==> src/rtl/y86_pkg.sv <==
// rtl/y86_pkg.sv - Y86-64 shared constants, sequencer states and memory-op helpers
package y86_pkg;

    localparam logic [3:0] IHALT   = 4'h0;
    localparam logic [3:0] INOP    = 4'h1;
    localparam logic [3:0] IRRMOVQ = 4'h2;
    localparam logic [3:0] IIRMOVQ = 4'h3;
    localparam logic [3:0] IRMMOVQ = 4'h4;
    localparam logic [3:0] IMRMOVQ = 4'h5;
    localparam logic [3:0] IOPQ    = 4'h6;
    localparam logic [3:0] IJXX    = 4'h7;
    localparam logic [3:0] ICALL   = 4'h8;
    localparam logic [3:0] IRET    = 4'h9;
    localparam logic [3:0] IPUSHQ  = 4'hA;
    localparam logic [3:0] IPOPQ   = 4'hB;

    localparam logic [2:0] SAOK = 3'd1;
    localparam logic [2:0] SHLT = 3'd2;
    localparam logic [2:0] SADR = 3'd3;
    localparam logic [2:0] SINS = 3'd4;

    typedef enum logic [2:0] {
        S_IDLE,
        S_FETCH,
        S_DECODE,
        S_EXECUTE,
        S_MEMORY,
        S_WRITEBACK,
        S_PCUPD,
        S_HALTED
    } seq_state_t;

    function automatic logic is_mem_read(input logic [3:0] ic);
        return (ic == IMRMOVQ) || (ic == IRET) || (ic == IPOPQ);
    endfunction

    function automatic logic is_mem_write(input logic [3:0] ic);
        return (ic == IRMMOVQ) || (ic == ICALL) || (ic == IPUSHQ);
    endfunction

endpackage

==> src/rtl/seq_perf_cnt.sv <==
// rtl/seq_perf_cnt.sv - saturating performance counter with synchronous clear
module seq_perf_cnt #(
    parameter int CNT_W = 32
) (
    input  logic             clk,
    input  logic             clr,
    input  logic             inc,
    output logic [CNT_W-1:0] count
);

    always_ff @(posedge clk) begin
        if (clr) begin
            count <= '0;
        end else if (inc && (count != '1)) begin
            count <= count + 1'b1;
        end
    end

endmodule

==> src/rtl/seq_ctrl.sv <==
// rtl/seq_ctrl.sv - multi-cycle Y86-64 SEQ stage sequencer with memory handshake and status
module seq_ctrl
    import y86_pkg::*;
#(
    parameter int MEM_TIMEOUT = 16,
    parameter int CNT_W       = 32
) (
    input  logic             clk,
    input  logic             reset,
    input  logic             start,
    input  logic [3:0]       icode,
    input  logic             instr_valid,
    input  logic             imem_error,
    input  logic             mem_ready,
    input  logic             dmem_error,
    output logic             fetch_en,
    output logic             decode_en,
    output logic             execute_en,
    output logic             wb_en,
    output logic             pc_en,
    output logic             cc_en,
    output logic             mem_req,
    output logic             mem_write,
    output logic [2:0]       stat,
    output logic             busy,
    output logic [CNT_W-1:0] cycle_count,
    output logic [CNT_W-1:0] instr_count
);

    localparam int WAIT_W = $clog2(MEM_TIMEOUT + 1);
    localparam logic [WAIT_W-1:0] WAIT_LAST = WAIT_W'(MEM_TIMEOUT - 1);

    seq_state_t        state;
    logic [3:0]        icode_q;
    logic [WAIT_W-1:0] wait_cnt;
    logic              mem_op;

    assign mem_op = is_mem_read(icode_q) || is_mem_write(icode_q);

    always_ff @(posedge clk) begin
        if (reset) begin
            state    <= S_IDLE;
            stat     <= SAOK;
            icode_q  <= '0;
            wait_cnt <= '0;
        end else begin
            case (state)
                S_IDLE: if (start) state <= S_FETCH;
                S_FETCH: begin
                    icode_q <= icode;
                    if (imem_error) begin
                        state <= S_HALTED;
                        stat  <= SADR;
                    end else if (!instr_valid) begin
                        state <= S_HALTED;
                        stat  <= SINS;
                    end else begin
                        state <= S_DECODE;
                    end
                end
                S_DECODE: begin
                    if (icode_q == IHALT) begin
                        state <= S_HALTED;
                        stat  <= SHLT;
                    end else begin
                        state <= S_EXECUTE;
                    end
                end
                S_EXECUTE: begin
                    state    <= S_MEMORY;
                    wait_cnt <= '0;
                end
                S_MEMORY: begin
                    // A response arriving on the last allowed cycle still wins over the timeout.
                    if (!mem_op) begin
                        state <= S_WRITEBACK;
                    end else if (mem_ready) begin
                        wait_cnt <= '0;
                        if (dmem_error) begin
                            state <= S_HALTED;
                            stat  <= SADR;
                        end else begin
                            state <= S_WRITEBACK;
                        end
                    end else if (wait_cnt == WAIT_LAST) begin
                        wait_cnt <= '0;
                        state    <= S_HALTED;
                        stat     <= SADR;
                    end else begin
                        wait_cnt <= wait_cnt + 1'b1;
                    end
                end
                S_WRITEBACK: state <= S_PCUPD;
                S_PCUPD:     state <= S_FETCH;
                S_HALTED:    state <= S_HALTED;
                default:     state <= S_IDLE;
            endcase
        end
    end

    assign fetch_en   = (state == S_FETCH);
    assign decode_en  = (state == S_DECODE);
    assign execute_en = (state == S_EXECUTE);
    assign wb_en      = (state == S_WRITEBACK);
    assign pc_en      = (state == S_PCUPD);
    assign cc_en      = (state == S_EXECUTE) && (icode_q == IOPQ);
    assign mem_req    = (state == S_MEMORY) && mem_op;
    assign mem_write  = mem_req && is_mem_write(icode_q);
    assign busy       = (state != S_IDLE) && (state != S_HALTED);

    seq_perf_cnt #(.CNT_W(CNT_W)) u_cycle_cnt (
        .clk   (clk),
        .clr   (reset),
        .inc   (busy),
        .count (cycle_count)
    );

    seq_perf_cnt #(.CNT_W(CNT_W)) u_instr_cnt (
        .clk   (clk),
        .clr   (reset),
        .inc   (pc_en),
        .count (instr_count)
    );

endmodule

==> config.mk <==
export PLATFORM = sky130hd
export DESIGN_NAME = seq_ctrl
export DESIGN_NICKNAME = d
export VERILOG_FILES = /design/src/rtl/y86_pkg.sv /design/src/rtl/seq_perf_cnt.sv /design/src/rtl/seq_ctrl.sv
export SDC_FILE = /design/constraint.sdc
export NUM_CORES = 1
export LEC_CHECK = 0
export ABC_AREA = 1
export ABC_CLOCK_PERIOD_IN_PS = 5400
export CAP_MARGIN = 0
export CELL_PAD_IN_SITES_DETAIL_PLACEMENT = 0
export CELL_PAD_IN_SITES_GLOBAL_PLACEMENT = 2
export CORE_UTILIZATION = 30
export DETAILED_ROUTE_END_ITERATION = 10
export PLACE_DENSITY = 0.86
export SYNTH_ARGS = -nofsm -noshare
export SYNTH_HDL_FRONTEND = slang
export SYNTH_SLANG_ARGS = --single-unit
==> constraint.sdc <==
create_clock -name clk -period 5.4 [get_ports clk]
set_input_delay 1.08 -clock clk [delete_from_list [all_inputs] [get_ports clk]]
set_output_delay 1.08 -clock clk [all_outputs]
set_load 0.05 [all_outputs]
==> results.md <==
- Fin crit period: roughly 3700 ps
- Count of TritonRoute iterations in the first routing pass: 4
- Maximum clock rate: around 270 MHz
- Synthesized-area fraction occupied by and/or/nand/nor cells: 0.4507
- Number of antenna violations at the first check in global routing: 0
- Post-synthesis area per instance: about 6.1 sq um
- R2R setup slack: 2920 ps
- Area post-placement: approximately 5900 sq um
- Y dimension of the die: between 100 and 150 microns
- Number of design-rule violations left by the first detailed-router iteration: approximately 250
- Commonest non-fill, non-tap cell in the layout: nand2_1
- RSZ-0062 raised after global routing: false
- Final count of negative-setup-slack endpoints: 0
- Maximum number of buffers from clock root to sink: 2
- Top area cells in the synthesized netlist: dfxtp_1 32%, nand2_1 22%, nor2_1 11%
- Capturing element type of the critical path: primary output
- Share of flip-flops with an asynchronous set or reset after synthesis: 0
- Overall via count from detail_route: slightly below 5000
- Adder-cell share of the synthesized area: 0.007630
- Gpl congestion: just under 0.8
- Maximum capacitance violations: 0
- CTS clock-pin slew for the worst setup and hold paths: roughly 60 ps
- Share of the synthesized netlist area taken by xor and xnor gates: 0.05163
- Clock root buffer master: clkbuf_16
- Fraction of power consumed by sequential logic: 0.369
- Setup TNS: 0 ps
- Top flip-flop cell by instance count after synthesis: dfxtp_1
- Fraction of synthesized area in multiplexers: 0
- Static leakage: about 2.2 nW
- Worst-case setup margin in the final layout: around 1700 ps
- Kind of critical path: reg2out
- Post-detail-place hpwl: around 11 mm
- Slew Limit Headroom: 0.3563
- Largest fanout on the critical path: 12
- Capture point of the worst reg-to-reg path: u_cycle_cnt.count[8]$_SDFFE_PP0P_
- CP Depth: 3
- Grt total ovfl: 0
- Number of different library cells in the post-synthesis netlist: 32
- Sequential-to-total area share from yosys stat: 0.3215
- Design Power: between 0.0015 and 0.002 W
- Layout cell share with drive strength beyond 1: 0.04944
- Hold Startpoint: wait_cnt[4]$_SDFFE_PP0P_
- Cell family contributing the most delay on the critical path: buffers and inverters
- Antenna Violating Nets Remaining: 0
- Maximum ir drop on the vdd rail: roughly 0.00016 V
- Number of instances resized during post-cts repair: 0
- Proportion of netlist area held by the largest area contributor: 0.3215
- Source-to-sink clock delay at the later pin of the worst-skew pair: between 300 and 400 ps
- Clock sink count: roughly 80
- Number of instances in the placed design: approximately 1100
- Synth Net Count: about 820
- TritonCTS buffer count: 9
- Count of pins over their slew limit: 0
- Type of the tightest min-delay check: reg2reg
- Std-Cell Core Area: 15940 sq um
- Wire length of the first global-routing pass: around 24 mm
- Run status: finished clean
- Number of flops mapped to enable cells by yosys: 0
- Setup crit start kind: flip-flop
- CP Buf/Inv Count: 1
- Launch point of the worst path: state[2]$_SDFFE_PP0P_
- Number of global-route vias before repair: around 4700
- Count of final hold-check violations: 0
- Syn Inst Count: ~810
- Commonest cells after routing, fill and taps aside: 289 x nand2_1, 146 x nor2_1, 85 x clkdlybuf4s50_1
- CTS tree: done
- Total DRC errors in the routed layout: 0
- Worst slack at placement: slightly above 2000 ps
- Final routed wirelength across all metal layers: between 10 and 15 mm
- Mapped cell area: approximately 4900 sq um
- Cell accounting for the most synthesized area: dfxtp_1
- Die span in x: between 100 and 150 microns
- P_sw: between 0.0006 and 0.0007 W
- Combinational family with the most area after synthesis: simple AND/OR/NAND/NOR gates
- Number of cells traversed by the worst register-to-register path: 6
- Via-to-Cell Ratio: roughly 4.5
- Standard-cell rows: 46
- Starting Density: 0.3086
- YS warnings: 0
- Critical Path End: busy
- Antenna cells: 0
- Launch point of the worst reg-to-reg path: state[2]$_SDFFE_PP0P_
- Area of the die: 16920 sq um
- Peak per-stage delay on the critical path: between 900 and 1000 ps
- Number of buffers inserted by port buffering: 86
- Number of flip-flops and latches in the synthesized netlist: between 70 and 80
- Data required, critical path: approximately 4300 ps
- Non-filler instance count after layout: between 1000 and 1500
- Setup bufs post-CTS: 0
- Worst slew pin tran: roughly 970 ps
- Average wire length per cell after detail routing: 12.92 microns
- Sw Ratio: 0.3870
- Area growth from synthesis to layout: 25.48%
- Overall routing resource usage: 0.1802
- I/O pin count: slightly below 90
- Synth Area in Compound Gates: 0.08418
- Ordered cell list for the critical path: nor2_1 > a21oi_1 > clkdlybuf4s50_1
- Part of the total power dissipated in combinational logic: 0.313
- Internal cell power: 0.001101 W
- CTS HTree Levels: 3
- Maximum number of pins on one net before global-route repair: 54
- Post-layout nets: roughly 900
- Cts-stage hold buffer count: 0
- Cell type of the slowest stage on the worst timing path: clkdlybuf4s50_1
- Cell area after layout: 6173 sq um
- Crit share post-route: 0.6859
- Fraction of power consumed by the clock network: 0.318
- Power Dens Cells: 291.0 nW/um^2
- CP Data Arrival Time: approximately 2600 ps
- Largest clock skew in the final design: between 9 and 10 ps
-- worst min-delay path by stage --
| stage | endpoint | slack [ps] | cells after the start |
|---|---|---|---|
| after detailed placement | wait_cnt[4]$_SDFFE_PP0P_ | 440 | 2 |
| after CTS | wait_cnt[4]$_SDFFE_PP0P_ | 460 | 2 |
| after global routing | wait_cnt[4]$_SDFFE_PP0P_ | 480 | 2 |
| final | wait_cnt[4]$_SDFFE_PP0P_ | 450 | 2 |
| after global placement | wait_cnt[4]$_SDFFE_PP0P_ | 440 | 2 |
| after floorplan | wait_cnt[4]$_SDFFE_PP0P_ | 420 | 2 |
-- power groups by stage --
stage | Clock [W] | Sequential, W | Combinational [W]
finish | 0.000571 | 0.000663 | 0.000562
global route | 0.000622 | 0.000671 | 0.000621
CTS | 0.000596 | 0.000663 | 0.000574
global placement | 0 | 0.000676 | 0.000576
detailed placement | 0 | 0.000676 | 0.000573
floorplan | 0 | 0.000723 | 0.000408
-- flip-flops by register name, indices dropped and copies added (netlist names) --
signal	cells
state	3
icode_q	4
u_cycle_cnt.count	32
wait_cnt	5
u_instr_cnt.count	32
stat	3
-- cell type report --
type,instances,area (sq um)
clock buffer,13,260.3
fill,1795,9769
multi-input combinational,638,2923
tap,216,270.3
clock inverter,1,5.005
inverter,72,270.3
sequential,79,1582
timing repair buffer,87,863.3
-- kinds of logic (layout without fill, tap and decap cells) --
group,Yosys count,in the layout
XOR/XNOR,29,29
AO/OA/AOI/OAI,80,80
buffers and inverters,90,173
flip-flops,79,79
adder cells (fa/ha/maj),3,3
AND/OR/NAND/NOR,526,526
-- tightest hold or removal path: stages, from the launching register on --
cell,delay (ps)
dfxtp_1,310
nand2_1,60
a21oi_1,30
-- metrics by stage --
stage,utilization,hold slack [ps]
after floorplan,-,421.8
after global placement,0.3706,437.6
after detailed placement,0.3706,443.3
after CTS,0.3872,455.6
after global routing,0.3872,479.0
final,0.3872,450.2
-- Yosys cell counts, types with 2 or more instances --
master and number:
xnor2_1 12, dfxtp_1 79, inv_2 2, o21ai_0 19
nand3_1 37, buf_12 2, nor3b_1 2, nand2_2 9
nand3b_1 3, nand2_1 289, xor2_1 17, nor2_2 5
nor2_1 146, o21bai_1 2, a21oi_2 2, nor2_4 5
a21oi_1 56, ha_1 3, nand2_4 5, buf_2 3
clkbuf_1 7, buf_6 4, nor3_1 7, inv_1 70
nand4_1 14
-- per-layer routing --
metal | vias up | part of all wire | GRT usage
li1 | 2681 | - | -
met1 | 2205 | 0.51 | 0.2479
met2 | 79 | 0.45 | 0.2869
met3 | 8 | 0.034 | 0.03936
met4 | 0 | 0.0065 | 0.03967
met5 | - | 0 | 0
Power figures use the tool's default switching activity.
